$ cat src/rtl/replica_lane_node.sv
// replica_lane_node
// Holds LANES consecutive replicas' total tour distances. Lane i is global
// replica ID*LANES+i. Applies per-lane delta updates from the opt engines,
// runs the replica exchange round (internal pairs and the boundary pair with
// the following node), and provides the serial distance shift chain.
//
// Ports:
//   clk, reset (async, active low)
//   dis_shift, dis_shift_in, dis_shift_out     serial distance chain
//   delta_valid, delta_data, delta_accept      per-lane delta updates
//   delta_drop                                 a valid delta was discarded
//   ex_start, ex_parity, force_ex              exchange round control
//   prev_dis, folw_dis, prev_exchange          neighbour node taps
//   out_first_dis, out_last_dis, out_ex_folw   taps to neighbour nodes
//   out_exchange, ex_done                      round result / completion
//   cnt_clear, ex_count                        per-lane swap counters
module replica_lane_node #(
  parameter int ID        = 0,
  parameter int LANES     = 2,
  parameter int DIS_W     = 32,
  parameter int DELTA_W   = 24,
  parameter int LAST_NODE = 0,
  parameter int CNT_W     = 16
) (
  input  logic                     clk,
  input  logic                     reset,
  input  logic                     dis_shift,
  input  logic [DIS_W-1:0]         dis_shift_in,
  output logic [DIS_W-1:0]         dis_shift_out,
  input  logic [LANES-1:0]         delta_valid,
  input  logic [LANES*DELTA_W-1:0] delta_data,
  input  logic [LANES-1:0]         delta_accept,
  output logic                     delta_drop,
  input  logic                     ex_start,
  input  logic                     ex_parity,
  input  logic [LANES-1:0]         force_ex,
  input  logic [DIS_W-1:0]         prev_dis,
  input  logic [DIS_W-1:0]         folw_dis,
  output logic [DIS_W-1:0]         out_first_dis,
  output logic [DIS_W-1:0]         out_last_dis,
  input  logic                     prev_exchange,
  output logic                     out_ex_folw,
  output logic [LANES-1:0]         out_exchange,
  output logic                     ex_done,
  input  logic                     cnt_clear,
  output logic [LANES*CNT_W-1:0]   ex_count
);

  typedef enum logic [1:0] {ST_IDLE, ST_COMPARE, ST_SWAP} state_t;

  localparam int   BASE     = ID * LANES;
  // Replica BASE-1 (last lane of the previous node) has the parity of BASE+1.
  localparam logic PREV_PAR = ((BASE + 1) % 2) == 1;
  localparam logic HAS_PREV = (ID > 0);

  state_t state_reg, state_next;

  logic [DIS_W-1:0] dis_reg [LANES];
  logic [LANES-1:0] exch_reg;        // bit i: pair with lower lane i swaps; top bit is the boundary pair
  logic [LANES-1:0] exch_next;
  logic             parity_reg;
  logic [DIS_W-1:0] folw_snap_reg;
  logic [DIS_W-1:0] prev_snap_reg;

  logic [LANES-1:0]            upd_en;
  logic [LANES-1:0][DIS_W-1:0] upd_val;
  logic [LANES-1:0]            swap_en;
  logic [LANES-1:0][DIS_W-1:0] swap_val;

  logic in_idle;
  assign in_idle = (state_reg == ST_IDLE);

  assign dis_shift_out = dis_reg[LANES-1];
  assign out_first_dis = dis_reg[0];
  assign out_last_dis  = dis_reg[LANES-1];
  assign out_ex_folw   = exch_reg[LANES-1];

  always_ff @(posedge clk or negedge reset) begin
    if (!reset) state_reg <= ST_IDLE;
    else        state_reg <= state_next;
  end

  always_comb begin
    state_next = state_reg;
    case (state_reg)
      ST_IDLE:    if (ex_start) state_next = ST_COMPARE;
      ST_COMPARE: state_next = ST_SWAP;
      ST_SWAP:    state_next = ST_IDLE;
      default:    state_next = ST_IDLE;
    endcase
  end

  genvar gi;
  generate
    for (gi = 0; gi < LANES; gi++) begin : g_lane
      localparam logic LANE_PAR = ((BASE + gi) % 2) == 1;

      logic [DELTA_W-1:0] delta;
      logic [DIS_W+1:0]   sum;
      logic               up_en, down_en;
      logic [DIS_W-1:0]   up_val, down_val;
      logic [CNT_W-1:0]   cnt_reg;

      // Two extra bits: top bit flags underflow below 0, next flags overflow.
      assign delta = delta_data[gi*DELTA_W +: DELTA_W];
      assign sum   = {2'b00, dis_reg[gi]} + {{(DIS_W+2-DELTA_W){delta[DELTA_W-1]}}, delta};
      // Non-positive deltas always apply; positive ones need the Metropolis accept.
      assign upd_en[gi]  = delta_valid[gi] && (delta[DELTA_W-1] || (delta == '0) || delta_accept[gi]);
      assign upd_val[gi] = sum[DIS_W+1] ? '0 : (sum[DIS_W] ? '1 : sum[DIS_W-1:0]);

      if (gi < LANES - 1) begin : g_inner
        assign exch_next[gi] = (LANE_PAR == parity_reg) &&
                               ((dis_reg[gi+1] < dis_reg[gi]) || force_ex[gi]);
        assign up_val = dis_reg[gi+1];
      end else if (LAST_NODE == 0) begin : g_bnd
        assign exch_next[gi] = (LANE_PAR == parity_reg) &&
                               ((folw_dis < dis_reg[gi]) || force_ex[gi]);
        assign up_val = folw_snap_reg;
      end else begin : g_none
        assign exch_next[gi] = 1'b0;
        assign up_val        = folw_snap_reg;
      end
      assign up_en = exch_reg[gi];

      if (gi > 0) begin : g_down
        assign down_en  = exch_reg[gi-1];
        assign down_val = dis_reg[gi-1];
      end else begin : g_prev
        // The previous node's decision only counts when its lane was an eligible lower lane.
        assign down_en  = prev_exchange && HAS_PREV && (PREV_PAR == parity_reg);
        assign down_val = prev_snap_reg;
      end

      assign swap_en[gi]  = up_en || down_en;
      assign swap_val[gi] = up_en ? up_val : down_val;

      always_ff @(posedge clk or negedge reset) begin
        if (!reset)
          cnt_reg <= '0;
        else if (cnt_clear)
          cnt_reg <= '0;
        else if ((state_reg == ST_SWAP) && swap_en[gi] && (cnt_reg != {CNT_W{1'b1}}))
          cnt_reg <= cnt_reg + 1'b1;
      end
      assign ex_count[gi*CNT_W +: CNT_W] = cnt_reg;
    end
  endgenerate

  always_ff @(posedge clk or negedge reset) begin
    if (!reset) begin
      for (int i = 0; i < LANES; i++) dis_reg[i] <= '0;
    end else if (in_idle && dis_shift) begin
      dis_reg[0] <= dis_shift_in;
      for (int i = 1; i < LANES; i++) dis_reg[i] <= dis_reg[i-1];
    end else begin
      for (int i = 0; i < LANES; i++) begin
        if (in_idle && !ex_start && upd_en[i])
          dis_reg[i] <= upd_val[i];
        else if ((state_reg == ST_SWAP) && swap_en[i])
          dis_reg[i] <= swap_val[i];
      end
    end
  end

  always_ff @(posedge clk or negedge reset) begin
    if (!reset) begin
      exch_reg      <= '0;
      parity_reg    <= 1'b0;
      folw_snap_reg <= '0;
      prev_snap_reg <= '0;
      out_exchange  <= '0;
      ex_done       <= 1'b0;
      delta_drop    <= 1'b0;
    end else begin
      ex_done    <= (state_reg == ST_SWAP);
      delta_drop <= (|delta_valid) && (!in_idle || ex_start || dis_shift);
      if (in_idle && ex_start) begin
        exch_reg   <= '0;
        parity_reg <= ex_parity;
      end
      if (state_reg == ST_COMPARE) begin
        exch_reg      <= exch_next;
        folw_snap_reg <= folw_dis;
        prev_snap_reg <= prev_dis;
      end
      if (state_reg == ST_SWAP)
        out_exchange <= swap_en;
    end
  end

endmodule

$ cat config.mk
export PLATFORM = sky130hd
export DESIGN_NAME = replica_lane_node
export DESIGN_NICKNAME = d
export VERILOG_FILES = /design/src/rtl/replica_lane_node.sv
export SDC_FILE = /design/constraint.sdc
export NUM_CORES = 1
export LEC_CHECK = 0
export ABC_CLOCK_PERIOD_IN_PS = 6650
export BUFFER_PORTS_ARGS = -buffer_cell sky130_fd_sc_hd__buf_2
export CELL_PAD_IN_SITES_DETAIL_PLACEMENT = 2
export CELL_PAD_IN_SITES_GLOBAL_PLACEMENT = 2
export CORE_MARGIN = 2
export CORE_UTILIZATION = 30
export DETAILED_ROUTE_END_ITERATION = 8
export PLACE_DENSITY_LB_ADDON = 0.15
export SETUP_SLACK_MARGIN = 0.5
export SLEW_MARGIN = 15
export SYNTH_ARGS = -nofsm -noshare
export SYNTH_HDL_FRONTEND = slang
export SYNTH_SLANG_ARGS = --single-unit
$ cat constraint.sdc
create_clock -name clk -period 6.65 [get_ports clk]
set_input_delay 0 -clock clk [delete_from_list [all_inputs] [get_ports clk]]
set_output_delay 0 -clock clk [all_outputs]
set_load 0.02 [all_outputs]
==> out/results.tsv <==
stage	metric	value	unit
outcome	status	complete, no violations	
clock_network	hold_buffers	78	
route	vias	13586	
power_and_ir_drop	vdd_drop_max	0.000182	V
timing	finalCritPeriodShare	59.9	%
grt	grt_max_degree	88	
grt	grt_pass1_wl	88700	µm
synth	synthArstFlopShare	100	%
die	row_count	76	
final_layout	design_area	0.0159	mm²
route	routed_via_density	5.53	
route	wl	57800	µm
clock_network	root_buffer	clkbuf_16	
timing	slew_viol_final	0	
die	ios	290	
timing	fmax	251	MHz
route	dr.pass1.iters	6	
clock_network	clk_path_buf_depth	2	
grt	grt-ovfl-total	0	
power_and_ir_drop	leakage	7.53	nW
clock_network	cts.sinks	147	
route	avgRoutedWirePerCell	23.5	µm
power_and_ir_drop	power_frac_clock	13.7	%
worst_setup_path	criticalPathCategory	register to register	
power_and_ir_drop	p_sw	3.82	mW
final_layout	final_nets	2146	
worst_setup_path	critPathCaptureType	register	
placed_design	placed_cell_area	0.0146	mm²
synth	ys_seq_area_share	28.4	%
synth	yosysUniqueCellTypes	78	
synth	syn_area	0.0130	mm²
placed_design	portBuffers	266	
grt	track_usage	26.0	%
timing	hold_violations	0	
clock_network	postCtsSetupRepairBufs	0	
route	drt_iter0_drc	596	
die	die_height	212	µm
timing	setup_tns	0	ns
synth	syn_nets	1890	
clock_network	cts_tree	done	
job	maxCapViolations	0	
worst_setup_path	critPathArrivalTime	4.33	ns
synth	syn_inst	1601	
power_and_ir_drop	internal_power	3.34	mW
final_layout	syn_to_final_growth	23.0	%
final_layout	finalCoreUtilization	37.2	%
synth	synth-seq-cells	147	
synth	synth.avg_cell_area	8.10	µm²
timing	timing.slew.headroom	39.4	%
clock_network	clock_latency	0.46	ns
synth	yosys_warnings	0	
placed_design	pre_cts_ws	2.66	ns
worst_setup_path	critPathRequiredTime	7.00	ns
timing	hold-worst-slack	0.0345	ns
power_and_ir_drop	seqPwrFrac	25.0	%
die	die_area	0.0449	mm²
timing	setup_viol	0	
synth	ys.flop_type	dfrtp_1	
timing	worst_slack	2.66	ns
timing	min_period	3.99	ns
power_and_ir_drop	switching_share	53.4	%
die	initial_core_util	30.2	%
power_and_ir_drop	pwr_density_cell	449	mW/mm²
die	coreArea	0.0429	mm²
clock_network	cts.clk_slew.worst_paths	0.07	ns
clock_network	cts-htree-levels	4	
power_and_ir_drop	combPwrFrac	61.3	%
final_layout	drive_gt1_share	18.4	%
worst_setup_path	cp-start-kind	register	
worst_hold_path	hold_path.class	input pin to register	
synth	synth-edff-count	0	
timing	worst_pin_slew	0.887	ns
placed_design	dp_hpwl	44600	µm
clock_network	cts_made_buffers	17	
worst_setup_path	crit_fanout	26	
timing	fin_skew	0.0100	ns
clock_network	cts-resized-gates	0	
die	die_w	212	µm
timing	rsz0062_at_grt	false	
placed_design	gp_congestion	0.868	
grt	grt_pass1_vias	14730	
grt	antenna_found_initial	1	
route	final_antenna_net_count	0	
route	drc	0	
==> layer usage <==
layer  GRT usage [%]  up-vias  wire length [µm]
met2            42.3      257             26700
met4            7.43        0              1260
met5               0        -                 0
met1            36.4     6931             28100
li1                -     6339                 -
met3            2.60       59              1670
==> through the flow <==
step / std cells / total power, mW
floorplan: 1601 / 4.62
global placement: 2345 / 5.97
detailed placement: 2345 / 6.11
CTS: 2455 / 7.18
global route: 2456 / 7.72
finish: 2456 / 7.16
==> worst max-delay path, cell delays in order (launching register included) <==
cell and delay (ns):
dfrtp_1 0.47, ha_1 0.26, fa_1 0.45, a211oi_1 0.38
o211ai_2 0.16, a41oi_2 0.46, o31ai_4 0.15, o41ai_2 0.35
o21bai_2 0.11, xor2_2 0.31, buf_4 0.38, nor3_1 0.10
o32ai_1 0.29
==> cell usage after synthesis (all sizes together), types with 11 or more instances <==
library cell  instances  area [µm²]
nand2               196         736
o221ai               19         166
clkbuf               73         274
o21a                 11        82.6
a21oi               124         621
o21bai               16         124
nand3                27         135
a31oi                29         181
inv                  80         300
mux2i                41         410
and3                 14        87.6
xnor2                38         333
xor2                 47         419
nor2b                12        75.1
a221oi               11         103
nand4                40         250
nor2                 94         353
o21ai               122         611
dfrtp               147        3680
nor3                 43         225
nor4                 13        81.3
o211ai               11        87.6
a211oi               14         110
a21o                 44         330
buf                  53         357
o22ai                56         350
ha                  130        1630
==> layout make-up <==
type / instances / area (µm²)
Tap cell: 585 / 732
Multi-Input combinational cell: 1248 / 8390
Sequential cell: 147 / 3680
Clock buffer: 17 / 425
Timing Repair Buffer: 363 / 2260
Antenna cell: 1 / 2.50
Inverter: 80 / 300
Fill cell: 4939 / 26900
Clock inverter: 15 / 153
==> path summary, 6_finish.rpt <==
check | start | end | slack [ns] | depth (start not counted)
min in group asynchronous | reset | folw_snap_reg[5] | 0.16 | 2
worst min-delay path | dis_shift_in[22] | out_first_dis[22] | 0.03 | 3
max in group asynchronous | reset | out_first_dis[30] | 4.98 | 3
worst max register to register | out_first_dis[0] | out_first_dis[14] | 2.66 | 12
worst max-delay path | out_first_dis[0] | out_first_dis[14] | 2.66 | 12
worst min register to register | g_lane[0].down_val[19] | g_lane[0].down_val[19] | 0.48 | 2
==> layout by cell type, fill, tap and decap left out, types with 11 or more instances in the layout <==
cell and n:
o21ai_1 19, nand2_1 195, a31oi_1 29, nand3_1 27
buf_4 19, a21o_1 44, o22ai_1 56, dlygate4sd3_1 78
and3_1 14, mux2i_1 41, dfrtp_1 146, o21a_1 11
a211oi_1 13, clkbuf_16 17, nand4_1 40, o21ai_0 102
inv_1 80, o221ai_1 19, ha_1 130, xor2_1 46
a21oi_1 123, nor2_1 94, nor2b_1 12, buf_2 265
nor4_1 13, xnor2_1 38, o21bai_1 15, nor3_1 40
==> logic make-up (layout without fill, tap and decap cells) <==
| logic type | Yosys count | in the layout | share of synthesized area, % |
|---|---|---|---|
| flip-flops | 147 | 147 | 28.4 |
| buffers and inverters | 206 | 475 | 7.18 |
| multiplexers | 43 | 43 | 3.34 |
| adder cells (fa/ha/maj) | 132 | 132 | 12.9 |
| AO/OA/AOI/OAI | 503 | 503 | 24.9 |
| AND/OR/NAND/NOR | 485 | 485 | 17.6 |
| XOR/XNOR | 85 | 85 | 5.80 |
| other | 0 | 1 | 0 |
==> power groups by stage <==
| stage | Combinational (mW) | Clock [mW] | Sequential [mW] |
|---|---|---|---|
| floorplan | 2.94 | 0 | 1.68 |
| global placement | 4.19 | 0 | 1.78 |
| detailed placement | 4.32 | 0 | 1.79 |
| CTS | 4.40 | 1.00 | 1.78 |
| global route | 4.86 | 1.04 | 1.83 |
| finish | 4.39 | 0.978 | 1.79 |
No activity file was read; power rests on OpenSTA's default activity.
